===== src/rtl/cpu_pkg.sv =====
// Shared CPU front-end definitions: the NOP bubble encoding and the
// instruction/PC+4 pair that travels from fetch into decode.
package cpu_pkg;

    localparam logic [31:0] NOP_INSTR = 32'h0000_0013;

    typedef struct packed {
        logic [31:0] instr;
        logic [31:0] pcplus4;
    } fetch_entry_t;

endpackage


===== src/rtl/fetch_fifo.sv =====
// Prefetch queue between instruction memory and the F/D register.
// Storage only: push/pop/clear decisions are made by fetch_unit.
module fetch_fifo
    import cpu_pkg::*;
#(
    parameter int DEPTH = 2
) (
    input  logic                   clk,
    input  logic                   rst_n,
    input  logic                   push,
    input  logic                   pop,
    input  logic                   clear,
    input  fetch_entry_t           push_data,
    output fetch_entry_t           head,
    output logic [$clog2(DEPTH):0] count,
    output logic                   full,
    output logic                   empty
);

    localparam int PW = $clog2(DEPTH);

    fetch_entry_t    mem [DEPTH];
    logic [PW-1:0]   rd_ptr;
    logic [PW-1:0]   wr_ptr;
    logic            do_push;
    logic            do_pop;

    assign full    = (count == (PW+1)'(DEPTH));
    assign empty   = (count == '0);
    assign do_push = push && !full && !clear;
    assign do_pop  = pop && !empty && !clear;
    assign head    = mem[rd_ptr];

    // Entries are never read before being written, so the array needs no reset.
    always_ff @(posedge clk) begin
        if (do_push) begin
            mem[wr_ptr] <= push_data;
        end
    end

    always_ff @(posedge clk or negedge rst_n) begin
        if (!rst_n) begin
            rd_ptr <= '0;
            wr_ptr <= '0;
            count  <= '0;
        end else if (clear) begin
            rd_ptr <= '0;
            wr_ptr <= '0;
            count  <= '0;
        end else begin
            if (do_push) begin
                wr_ptr <= wr_ptr + PW'(1);
            end
            if (do_pop) begin
                rd_ptr <= rd_ptr + PW'(1);
            end
            case ({do_push, do_pop})
                2'b10:   count <= count + (PW+1)'(1);
                2'b01:   count <= count - (PW+1)'(1);
                default: count <= count;
            endcase
        end
    end

endmodule


===== src/rtl/fetch_unit.sv =====
// Instruction fetch stage: issues in-order memory requests, queues responses,
// and feeds the F/D register, with redirect, stall and flush handling.
module fetch_unit
    import cpu_pkg::*;
#(
    parameter logic [31:0] RESET_PC   = 32'h0000_0000,
    parameter int          FIFO_DEPTH = 2
) (
    input  logic        clk,
    input  logic        rst_n,
    input  logic        StallF,
    input  logic        StallD,
    input  logic        FlushD,
    input  logic        PCSrcD,
    input  logic [31:0] PCBranchD,
    output logic        imem_req,
    output logic [31:0] imem_addr,
    input  logic        imem_gnt,
    input  logic        imem_rvalid,
    input  logic [31:0] imem_rdata,
    output logic [31:0] InstrD,
    output logic [31:0] PCPlus4D,
    output logic        ValidD
);

    localparam int CW = $clog2(FIFO_DEPTH) + 1;

    logic [31:0]   fetch_pc;
    logic [31:0]   resp_pc;
    logic [31:0]   branch_target;
    logic [CW-1:0] outstanding;
    logic [CW-1:0] kill_count;
    logic [CW-1:0] fifo_count;
    logic [CW:0]   occupancy;
    logic          grant;
    logic          push;
    logic          pop;
    logic          fifo_full;
    logic          fifo_empty;
    fetch_entry_t  push_entry;
    fetch_entry_t  fifo_head;

    assign branch_target = {PCBranchD[31:2], 2'b00};
    assign occupancy     = {1'b0, fifo_count} + {1'b0, outstanding};
    assign imem_req      = rst_n && !StallF && !PCSrcD && (occupancy < (CW+1)'(FIFO_DEPTH));
    assign imem_addr     = fetch_pc;
    assign grant         = imem_req && imem_gnt;
    assign push          = imem_rvalid && (kill_count == '0) && !PCSrcD;
    assign pop           = !StallD && !FlushD && !PCSrcD && !fifo_empty;
    assign push_entry    = '{instr: imem_rdata, pcplus4: resp_pc + 32'd4};

    fetch_fifo #(.DEPTH(FIFO_DEPTH)) u_fifo (
        .clk       (clk),
        .rst_n     (rst_n),
        .push      (push),
        .pop       (pop),
        .clear     (PCSrcD),
        .push_data (push_entry),
        .head      (fifo_head),
        .count     (fifo_count),
        .full      (fifo_full),
        .empty     (fifo_empty)
    );

    // resp_pc tracks the address of the next live response, which is always
    // sequential from the most recent redirect target.
    always_ff @(posedge clk or negedge rst_n) begin
        if (!rst_n) begin
            fetch_pc <= RESET_PC;
            resp_pc  <= RESET_PC;
        end else if (PCSrcD) begin
            fetch_pc <= branch_target;
            resp_pc  <= branch_target;
        end else begin
            if (grant) begin
                fetch_pc <= fetch_pc + 32'd4;
            end
            if (push) begin
                resp_pc <= resp_pc + 32'd4;
            end
        end
    end

    always_ff @(posedge clk or negedge rst_n) begin
        if (!rst_n) begin
            outstanding <= '0;
            kill_count  <= '0;
        end else begin
            case ({grant, imem_rvalid})
                2'b10:   outstanding <= outstanding + CW'(1);
                2'b01:   outstanding <= outstanding - CW'(1);
                default: outstanding <= outstanding;
            endcase
            if (PCSrcD) begin
                kill_count <= outstanding - (imem_rvalid ? CW'(1) : CW'(0));
            end else if (imem_rvalid && (kill_count != '0)) begin
                kill_count <= kill_count - CW'(1);
            end
        end
    end

    always_ff @(posedge clk or negedge rst_n) begin
        if (!rst_n) begin
            InstrD   <= NOP_INSTR;
            PCPlus4D <= '0;
            ValidD   <= 1'b0;
        end else if (PCSrcD || FlushD) begin
            InstrD   <= NOP_INSTR;
            PCPlus4D <= '0;
            ValidD   <= 1'b0;
        end else if (!StallD) begin
            if (!fifo_empty) begin
                InstrD   <= fifo_head.instr;
                PCPlus4D <= fifo_head.pcplus4;
                ValidD   <= 1'b1;
            end else begin
                InstrD   <= NOP_INSTR;
                PCPlus4D <= '0;
                ValidD   <= 1'b0;
            end
        end
    end

endmodule


===== config.mk =====
export PLATFORM = sky130hd
export DESIGN_NAME = fetch_unit
export DESIGN_NICKNAME = d
export VERILOG_FILES = /design/src/rtl/cpu_pkg.sv /design/src/rtl/fetch_fifo.sv /design/src/rtl/fetch_unit.sv
export SDC_FILE = /design/constraint.sdc
export NUM_CORES = 1
export LEC_CHECK = 0
export ABC_AREA = 1
export CAP_MARGIN = 10
export CORE_MARGIN = 5
export CORE_UTILIZATION = 50
export DETAILED_ROUTE_END_ITERATION = 12
export PLACE_DENSITY_LB_ADDON = 0.05
export RECOVER_POWER = 50
export SLEW_MARGIN = 20
export SYNTH_ARGS = -nofsm -noshare
export SYNTH_HDL_FRONTEND = slang
export SYNTH_HIERARCHICAL = 1
export SYNTH_SLANG_ARGS = --single-unit

===== constraint.sdc =====
create_clock -name clk -period 7.31 [get_ports clk]
set_input_delay 1.0965 -clock clk [delete_from_list [all_inputs] [get_ports clk]]
set_output_delay 1.0965 -clock clk [all_outputs]
set_load 0.01 [all_outputs]

* Yosys cells after proc, flatten, opt, wreduce, memory -nomap -nowiden *
Memories as Yosys holds them, arrays and structs flattened.
Index checks and enable logic that the tools add are counted.

operators by class
  eq/ne operators = 6
  muxes and demuxes = 25
  multipliers = 0
  bitwise logic cells = 0
  order comparisons = 1
  div/mod/pow operators = 0
  reductions and logical operators = 31
  add/sub/neg operators = 11
  shift-type cells = 0

operator list
  operator                                                    count
  two-way mux 32 bit                                          10
  adder 32 x 3 -> 32 bit, second input constant               2
  logical AND 1 bit                                           14
  nonzero test 2 bit                                          7
  two-way mux 1 bit                                           10
  case mux 2 bit (2 select lines)                             2
  equality test 2 bit, second input constant                  3
  zero test 1 bit                                             6
  two-way mux 2 bit                                           3
  subtractor 2 x 1 -> 2 bit, second input constant            3
  adder 2 x 1 -> 2 bit, second input constant                 2
  equality test 2 x 1 -> 1 bit, second input constant         2
  zero test 2 bit                                             2
  adder 2 x 2 -> 3 bit                                        1
  less-than comparator 3 x 2 -> 1 bit, second input constant  1
  nonzero test 3 bit                                          1
  adder 1 bit, second input constant                          2
  inequality test 2 x 1 -> 1 bit, second input constant       1
  subtractor 2 x 1 -> 2 bit                                   1
  logical OR 1 bit                                            1

word-level totals
  output and inout port bits = 98
  bits of input ports = 72
  bits in writable memories = 128
  word-level logic and storage cells = 85
  memories kept = 1
  bits in registers = 137
  latch bits = 0
  ROM bits = 0

memories
  name        depth  width  rd ports  clocked after Yosys merged registers in  write ports  RTL line          text
  u_fifo.mem  2      64     1         0                                        1            fetch_fifo.sv:22  fetch_entry_t mem [DEPTH];

* Longest topological paths before layout *
Gate-level depths: netlist of run 1.

  depth in word-level cells = 9
  depth in mapped cells = 12
  depth with buffers taken out = 11

* Cells and area by module *
The synthesis of run 1 kept the hierarchy.

modules (own cells, without submodules)
  module      cells an instance  area an instance (µm²)  instances  sequential area each (µm²)
  fetch_unit  900                7059.3                  1          3231.8
  fetch_fifo  373                4890.9                  1          3943.8

* Worst setup path after synthesis of run 1 *
No wires, ideal clock.

  kind = input -> register
  start = input port PCSrcD
  end = memory u_fifo/mem[0][0] (netlist bit), enable pin
  library setup time = 0.486 ns
  data arrival time = 4.590 ns
  required time = 6.824 ns
  setup slack = 2.234 ns
  cell stages on the path = 6
  path buffers = 3
  cell sequence = buf_2 nor2_1 buf_2 buf_2 nand3_1 nor2_1

on the way
  cells in the longest elaborated chain, start to end = 6

ends and longest elaborated chain
  element                                  RTL line          text
  start, declared                          fetch_unit.sv:14  input logic PCSrcD,
  zero test 1 bit                          fetch_unit.sv:48  assign push = imem_rvalid && (kill_count == '0) && !PCSrcD;
  logical AND 1 bit                        fetch_unit.sv:48
  named net push                           fetch_unit.sv:36  logic push;
  logical AND 1 bit (2 in series)          fetch_fifo.sv:30  assign do_push = push && !full && !clear;
  two-way mux 1 bit                        fetch_fifo.sv:36  if (do_push) begin
  two-way mux 1 bit (not written as such)  fetch_fifo.sv:37  mem[wr_ptr] <= push_data;
  end, declared                            fetch_fifo.sv:22

The timed path passes the listed nets, and every way through them passes these cells.

* Worst setup path in the final report of run 1 *
  start = input port PCSrcD
  end = output port imem_req

on the way
  cells in the longest elaborated chain, start to end = 3

ends and longest elaborated chain
  element                          RTL line          text
  zero test 1 bit                  fetch_unit.sv:45  assign imem_req = rst_n && !StallF && !PCSrcD && (occupancy < (CW+1)'(FIFO_DEPTH));
  logical AND 1 bit (2 in series)  fetch_unit.sv:45
  end, declared                    fetch_unit.sv:16  output logic imem_req,

Every way passes these cells.

==> out/qor.txt, run 1 <==
status = finished, violations left
failing checks = max-capacitance violations, max-slew violations
vias post-DR = 9147
Routed WL = 29.30 mm
die height = 164.6 µm
Syn Std Cell Area = 11950 µm²
startpoint types = primary input
Routed Antenna Nets = 0
clock latency on the worst-skew pair = 0.53 ns
gr ovfl total = 0
skew final = 0.009042 ns
initial antenna violation count = 0
Post-synth ARST share = 0.5096
setup_tns = 0 ns
DRT Pass-1 Iters = 5
Syn Inst Count = 1273
slowest cell delay on critical path = 1.53 ns
fmax = 193.8 MHz
Worst-path clk slew = 0.06 ns
CTS max path bufs = 3
period utilization = 0.7058
crit path kind = in -> out
Die ar. = 27090 µm²
Ys Warns = 6
register area share after synthesis = 0.6005
Hold Crit Class = reg -> reg
core area = 23470 µm²
CTS tree = done
Cell Rows = 56
cell with the most instances after synthesis = nand2_1
EDFF count, synth = 128
commonest cells in the netlist = nand2_1 (479), dfrtp_1 (130), edfxtp_1 (128), inv_1 (110), nor2_1 (83)
CTS buffer count = 28
VDD IR max = 0.0001404 V
vias per inst = 5.139
layout overhead on the synthesized area = 22.55%
Root Driver = clkbuf_16
distinct cell type count after synthesis = 42
H-tree levels = 1
vias in the first global route = 8993
fin. max-slew vios = 108
CP top delay family = buffers and inverters
CP endpoint kind = primary output
I/O pin cnt = 170
clock sinks = 261
initial core utilization = 0.5091
setup violators final = 0
routability cong. = 0.8946
CP Data Arrival Time = 4.06 ns
Final Util = 0.6239
Hold Fails Final Rpt = 0
R2R Setup Slk = 4.26 ns
port bufs = 165
flops & latches, synth = 261
GRT Total Usage = 0.2217
Worst Tran Pin Value = 3.703 ns
first-pass GRT wire length = 47.69 mm
share of post-route cells with drive strength above 1 = 0.05749
Synth area leader = edfxtp_1
Detailed Route Iter0 Violations = 575
slew margin rel. = -1.469
Worst Path Max Fanout = 41
die width = 164.6 µm
number of hold buffers added after cts = 0
most common flop cell mapped by yosys = dfrtp_1
WL/cell = 16.46 µm
area share of the largest cell type after synthesis = 0.3216
post-DP HPWL = 19.92 mm
Max stage delay cell, worst path = clkbuf_1
postcts setup bufs = 0
largest net degree at the start of global routing = 71
crit path buf inv count = 4
n_diodes = 0
Tmin final = 5.160 ns
Syn Area/Cell = 9.387 µm²
worst-path cell chain = dlygate4sd3_1 -> clkbuf_1 -> nor2_1 -> nand3_1 -> inv_1 -> clkdlybuf4s50_1
drc violations = 0
pwr/cell area = 256.8 nW/µm²
top cells by area, synth = edfxtp_1 (32%), dfrtp_1 (27%), nand2_1 (15%)
WP data required = 6.21 ns
Resize count post-CTS = 0
Static Leak = 6.513 nW
Power, Total = 3.760 mW
Final #Nets = 1517
Max-Cap Viols = 2
RSZ-0062 raised after global routing = no
placed cells by master, fill, tap and decap left out, drive strengths merged:
cell type and n:
a21oi 11, a22o 61, a22oi 1, a31oi 4, and2 3, buf 9
bufinv 1, clkbuf 44, clkdlybuf4s50 87, clkinv 11, conb 6, dfrtp 130
dfstp 3, dlygate4sd3 77, edfxtp 128, fa 1, ha 5, inv 121
nand2 492, nand3 69, nand3b 3, nand4 7, nor2 99, nor3 2
o211ai 7, o21ai 45, o21bai 4, o221ai 2, o22a 3, o22ai 5
or2 2, xnor2 9, xor2 9
cell type report:
class / count / area, µm²
fill: 2045 / 8827
timing repair buffer: 175 / 1720
multi-input combinational: 850 / 4031
inverter: 123 / 462.9
clock inverter: 10 / 70.07
clock buffer: 42 / 784.5
tap: 319 / 399.1
sequential: 261 / 7177
path summary, 6_finish.rpt:
check	startpoint	end	cells past startpoint
min	ValidD	ValidD	2
max in group asynchronous	rst_n	imem_addr[24]	2
max	PCSrcD	imem_req	6
max reg2reg	u_fifo/count[0]	imem_addr[23]	10
min in group asynchronous	rst_n	InstrD[23]	1
min reg2reg	ValidD	ValidD	2
cells by family (layout without fill, tap and decap cells):
| group | after synthesis | after routing | synth area share |
|---|---|---|---|
| DFF | 261 | 261 | 0.6005 |
| and+or+nand+nor | 677 | 677 | 0.2356 |
| adders and majority gates | 6 | 6 | 0.006910 |
| xor gates and xnor gates | 18 | 18 | 0.01571 |
| other | 1 | 6 | 0.0003138 |
| AOI/OAI and AO/OA | 143 | 143 | 0.08408 |
| buffers and inverters | 167 | 350 | 0.05696 |
flip-flops by register name (all words and copies together) (netlist names), 2 cells and up:
| name | flops |
|---|---|
| outstanding | 2 |
| imem_addr | 30 |
| resp_pc | 30 |
| PCPlus4D | 32 |
| u_fifo/count | 2 |
| InstrD | 32 |
| u_fifo/mem | 128 |
| kill_count | 2 |
through the flow:
step | hold slack (ns) | instance area [µm²] | worst slack, ns | instances
after floorplan | 0.4688 | 11970 | 2.234 | 1278
after global placement | 0.4528 | 13900 | 3.122 | 1728
after detailed placement | 0.4614 | 13900 | 3.113 | 1728
after CTS | 0.4762 | 14750 | 3.446 | 1780
after global routing | 0.5008 | 14650 | 1.832 | 1780
final | 0.4662 | 14650 | 2.150 | 1780
routing by layer:
metal | GRT usage | part of all wire | vias to the layer above
met5 | 0 | 0 | -
met4 | 0.05671 | 0.018 | 0
met3 | 0.03095 | 0.068 | 35
met2 | 0.3625 | 0.47 | 282
met1 | 0.3155 | 0.45 | 4320
li1 | - | - | 4510
power breakdown:
part           internal [mW]  leakage, nW  switching [mW]
Combinational          0.251         3.23           0.380
Sequential              1.69         2.86           0.118
Clock                  0.772        0.419           0.552
Total                   2.71         6.51            1.05
worst register-to-register path, stage by stage (launching register included):
cell	delay (ns)
dfrtp_1	0.45
nand2_1	0.09
inv_1	0.05
fa_1	0.42
nor2_1	0.13
nand4_1	0.14
buf_4	0.22
nand2_1	0.61
clkinv_1	0.50
a22oi_1	0.26
nand2_1	0.07
No activity file was read; power rests on OpenSTA's default activity.
==> run 2, diff against run 1 <==
clock period = 5.1 ns   (was 7.31 ns; I/O delays follow)
==> run 2 against run 1 <==
The flow still finishes with violations (max-capacitance violations, max-slew violations). Critical endpoint is now resp_pc[15]. Clock power increased by 52%. Register-to-register slack lost 2.1 ns. Power rose by 46%. Setup slack lost 0.51 ns. Core utilization is 0.43 points higher. Combinational power up 45%.
==> out/qor.txt, run 2 (synthesis gave the netlist of run 1 again) <==
layout overhead on the synthesized area = 23.39%
Clock power frac = 0.364
CP Data Arrival Time = 3.87 ns
Sw Share = 0.2740
CP endpoint kind = flop
clock latency on the worst-skew pair = 0.53 ns
DRT Pass-1 Iters = 5
commonest non-fill, non-tap cell in the layout = nand2_1
number of hold buffers added after cts = 0
die height = 164.6 µm
startpoint types = primary input
FF/Latch Area = 7177 µm²
FILL cells = 2010
Pint = 3.999 mW
Hold Fails Final Rpt = 0
largest net degree at the start of global routing = 65
Cell Rows = 56
n_diodes = 0
Top reg by flops = u_fifo/mem
WL/cell = 16.66 µm
Worst Tran Pin Value = 2.665 ns
Final Util = 0.6282
FF-to-FF Start = u_fifo/count[0]
Detailed Route Iter0 Violations = 562
setup_tns = 0 ns
Worst Path Max Fanout = 22
die width = 164.6 µm
slew margin rel. = -0.7768
R2R depth = 11
skew final = 0.01189 ns
Final #Nets = 1518
Tmin final = 3.458 ns
CTS buffer count = 27
Die ar. = 27090 µm²
RSZ-0062 raised after global routing = no
Resize count post-CTS = 0
crit path kind = in -> reg
setup violators final = 0
routability cong. = 0.9250
Power, Total = 5.508 mW
FF-to-FF End = imem_addr[16]
vias in the first global route = 8926
max FFs per register = 128
Comb pwr share = 0.166
Hold Crit Class = in -> async
share of post-route cells with drive strength above 1 = 0.06092
period utilization = 0.6781
R2R Setup Slk = 2.21 ns
Routed Antenna Nets = 0
failing checks = max-capacitance violations, max-slew violations
fin. max-slew vios = 74
fmax = 289.2 MHz
Root Driver = clkbuf_16
Routed WL = 29.66 mm
status = finished, violations left
drc violations = 0
GRT Total Usage = 0.2213
first-pass GRT wire length = 47.52 mm
gr ovfl total = 0
postcts setup bufs = 0
pwr/cell area = 373.6 nW/µm²
Psw = 1.509 mW
VDD IR max = 0.0002114 V
biggest regs = u_fifo/mem: 128 flops, InstrD: 32 flops, PCPlus4D: 32 flops
WP data required = 5.51 ns
Reg power frac = 0.469
Worst-path clk slew = 0.06 ns
vias post-DR = 9067
vias per inst = 5.094
Max-Cap Viols = 2
I/O pin cnt = 170
port bufs = 165
initial core utilization = 0.5091
H-tree levels = 1
Static Leak = 6.476 nW
clock sinks = 261
most frequent cells in the layout = nand2_1 (482), dfrtp_1 (129), edfxtp_1 (128), inv_1 (113), clkdlybuf4s50_1 (108)
CTS max path bufs = 3
core area = 23470 µm²
initial antenna violation count = 0
multi-input combinational cell area = 4036 µm²
post-DP HPWL = 20.32 mm
CTS tree = done
## run 2: worst max-delay path by stage
stage	startpoint	end	slack, ns	depth (start not counted)
final	PCSrcD	resp_pc[15]	1.64	9
after CTS	u_fifo/count[0]	imem_req	1.93	7
after floorplan	PCSrcD	u_fifo/mem[0][0]	0.36	6
after global routing	rst_n	resp_pc[3]	1.16	3
after detailed placement	PCSrcD	u_fifo/mem[0][34]	1.56	6
after global placement	PCSrcD	u_fifo/mem[0][22]	1.59	6
## run 2: power groups by stage
stage,Combinational (mW),Sequential [mW],Clock (mW)
6_report,0.917,2.59,2.01
5_1_grt,1.03,2.61,2.15
4_1_cts,0.946,2.59,2.05
3_5_place_dp,0.941,2.63,0
3_3_place_gp,0.918,2.62,0
2_1_floorplan,0.540,2.62,0
## run 2: routing by layer
| metal | global-route usage | up-vias | wire length, µm |
|---|---|---|---|
| met5 | 0 | - | 0 |
| met4 | 0.05936 | 0 | 640 |
| met3 | 0.03120 | 49 | 1623 |
| met2 | 0.3774 | 243 | 14080 |
| met1 | 0.2993 | 4271 | 13320 |
| li1 | - | 4504 | - |
## run 2: layout make-up
| class | count | share of cell area |
|---|---|---|
| Sequential cell | 261 | 0.4867 |
| Multi-Input combinational cell | 850 | 0.2737 |
| Timing Repair Buffer | 177 | 0.1189 |
| Clock buffer | 39 | 0.05303 |
| Inverter | 123 | 0.03148 |
| Tap cell | 319 | 0.02707 |
| Clock inverter | 11 | 0.009079 |
## run 2: metrics by stage
stage	hold WS [ns]	std cells	setup WS (ns)	instance area, µm²
after floorplan	0.4688	1278	0.3556	11970
after global placement	0.4530	1730	1.595	13940
after detailed placement	0.4600	1730	1.560	13940
after CTS	0.1590	1780	1.934	14850
after global routing	0.1720	1780	1.157	14750
final	0.1438	1780	1.642	14750
## run 2: worst max-delay path, stage by stage
cell and delay (ns):
dlygate4sd3_1 0.82, inv_1 0.46, nand2_1 0.19, clkbuf_1 0.84, inv_1 0.46, nand2_1 0.17, nand2_1 0.06, inv_1 0.06
nand2_1 0.05
==> run 3, diff against run 2 <==
clock period = 3.1 ns   (was 5.1 ns; I/O delays follow)
==> run 3 against run 2 <==
The run still ends with max-capacitance violations, max-slew violations left. Sequential share of layout area hardly changed. Core utilization hardly changed. Final area hardly changed. Die area stayed put. Non-clock buffer count is 4 higher. Clock power is 63% higher.
==> out/qor.txt, run 3 (synthesis gave the netlist of run 1 again) <==
CTS max path bufs = 3
slew margin rel. = -0.3034
clock latency on the worst-skew pair = 0.53 ns
skew final = 0.01498 ns
max FFs per register = 128
most frequent cells in the layout = nand2_1 (482), clkdlybuf4s50_1 (130), dfrtp_1 (129), edfxtp_1 (128), inv_1 (112)
clock sinks = 261
worst hold slack = 0.3986 ns
DRT Pass-1 Iters = 5
WL/cell = 16.71 µm
CP endpoint kind = primary output
CTS buffer count = 28
initial antenna violation count = 1
Root Driver = clkbuf_16
vias post-DR = 9098
status = finished, violations left
commonest non-fill, non-tap cell in the layout = nand2_1
vias in the first global route = 8929
Final #Nets = 1523
biggest regs = u_fifo/mem: 128 flops, InstrD: 32 flops, PCPlus4D: 32 flops
crit path kind = reg -> out
Final Util = 0.6286
R2R Setup Slk = 0.62 ns
pwr/cell area = 611.9 nW/µm²
post-DP HPWL = 20.65 mm
number of hold buffers added after cts = 0
Resize count post-CTS = 0
setup violators final = 0
die height = 164.6 µm
FF/Latch Area = 7177 µm²
Worst Path Max Fanout = 6
drc violations = 0
Tmin final = 2.811 ns
Hold Crit Class = in -> reg
port bufs = 165
gr ovfl total = 0
Worst Tran Pin Value = 1.955 ns
RSZ-0062 raised after global routing = no
worst setup margin = 0.2885 ns
fmax = 355.7 MHz
setup_tns = 0 ns
Routed WL = 29.84 mm
die width = 164.6 µm
Placed Area = 13970 µm²
n_diodes = 0
layout overhead on the synthesized area = 23.47%
GRT Total Usage = 0.2239
CP Data Arrival Time = 2.35 ns
I/O pin cnt = 170
vias per inst = 5.094
first-pass GRT wire length = 47.87 mm
period utilization = 0.9069
WP data required = 2.63 ns
Top reg by flops = u_fifo/mem
VDD IR max = 0.0003417 V
Worst-path clk slew = 0.06 ns
core area = 23470 µm²
H-tree levels = 1
share of post-route cells with drive strength above 1 = 0.06817
fin. max-slew vios = 134
postcts setup bufs = 0
largest net degree at the start of global routing = 134
Die ar. = 27090 µm²
FILL cells = 1956
multi-input combinational cell area = 4034 µm²
failing checks = max-capacitance violations, max-slew violations
routability cong. = 0.8875
final cell area excluding filler cells = 14760 µm²
Cell Rows = 56
Detailed Route Iter0 Violations = 528
CTS tree = done
startpoint types = flop
Hold Fails Final Rpt = 0
Routed Antenna Nets = 0
pre-CTS setup slack = 0.5165 ns
initial core utilization = 0.5091
Max-Cap Viols = 1
Static Leak = 6.414 nW
run 3: cell count changes in the layout (fill, tap and decap cells not counted), sizes merged:
cell	before	now
clkinvlp	1	3
dlygate4sd3	56	33
inv	122	121
clkinv	8	11
clkdlybuf4s50	108	130
buf	9	13
bufinv	3	2
run 3: metal layers:
metal | up-vias | GRT usage | wire length (µm)
met5 | - | 0 | 13
met4 | 2 | 0.04272 | 379
met3 | 30 | 0.03144 | 1622
met2 | 246 | 0.3897 | 14620
met1 | 4299 | 0.3037 | 13200
li1 | 4521 | - | -
run 3: final timing paths:
check	startpoint	to	cells after the start
max	u_fifo/count[0]	imem_req	7
min	PCSrcD	u_fifo/count[1]	4
max reg2reg	u_fifo/count[0]	imem_addr[16]	10
min reg2reg	ValidD	ValidD	2
max in group asynchronous	rst_n	u_fifo/rd_ptr	2
min in group asynchronous	rst_n	InstrD[24]	2
run 3: layout make-up:
cell class                      count  area share
Timing Repair Buffer              181      0.1196
Inverter                          123     0.03129
Clock buffer                       38     0.05351
Clock inverter                     14    0.008819
Multi-Input combinational cell    850      0.2734
Tap cell                          319     0.02705
Sequential cell                   261      0.4864
run 3: worst max-delay path: stages (launching register included):
cell and delay [ns]:
dfrtp_1 0.44, nand2_1 0.08, inv_1 0.05, fa_1 0.42
nor2_1 0.13, nand3_1 0.09, inv_1 0.08, clkdlybuf4s50_1 0.54
run 3: through the flow:
| step | total power, mW | std cells |
|---|---|---|
| final | 9.029 | 1786 |
| after global routing | 9.499 | 1786 |
| after CTS | 9.178 | 1786 |
| after detailed placement | 5.877 | 1734 |
| after global placement | 5.831 | 1734 |
| after floorplan | 5.196 | 1278 |
run 3: power by group:
part,switching [mW],internal [mW],total [mW]
clock network,1.32,1.95,3.27
logic,0.901,0.608,1.51
registers,0.274,3.98,4.25
total,2.49,6.54,9.03
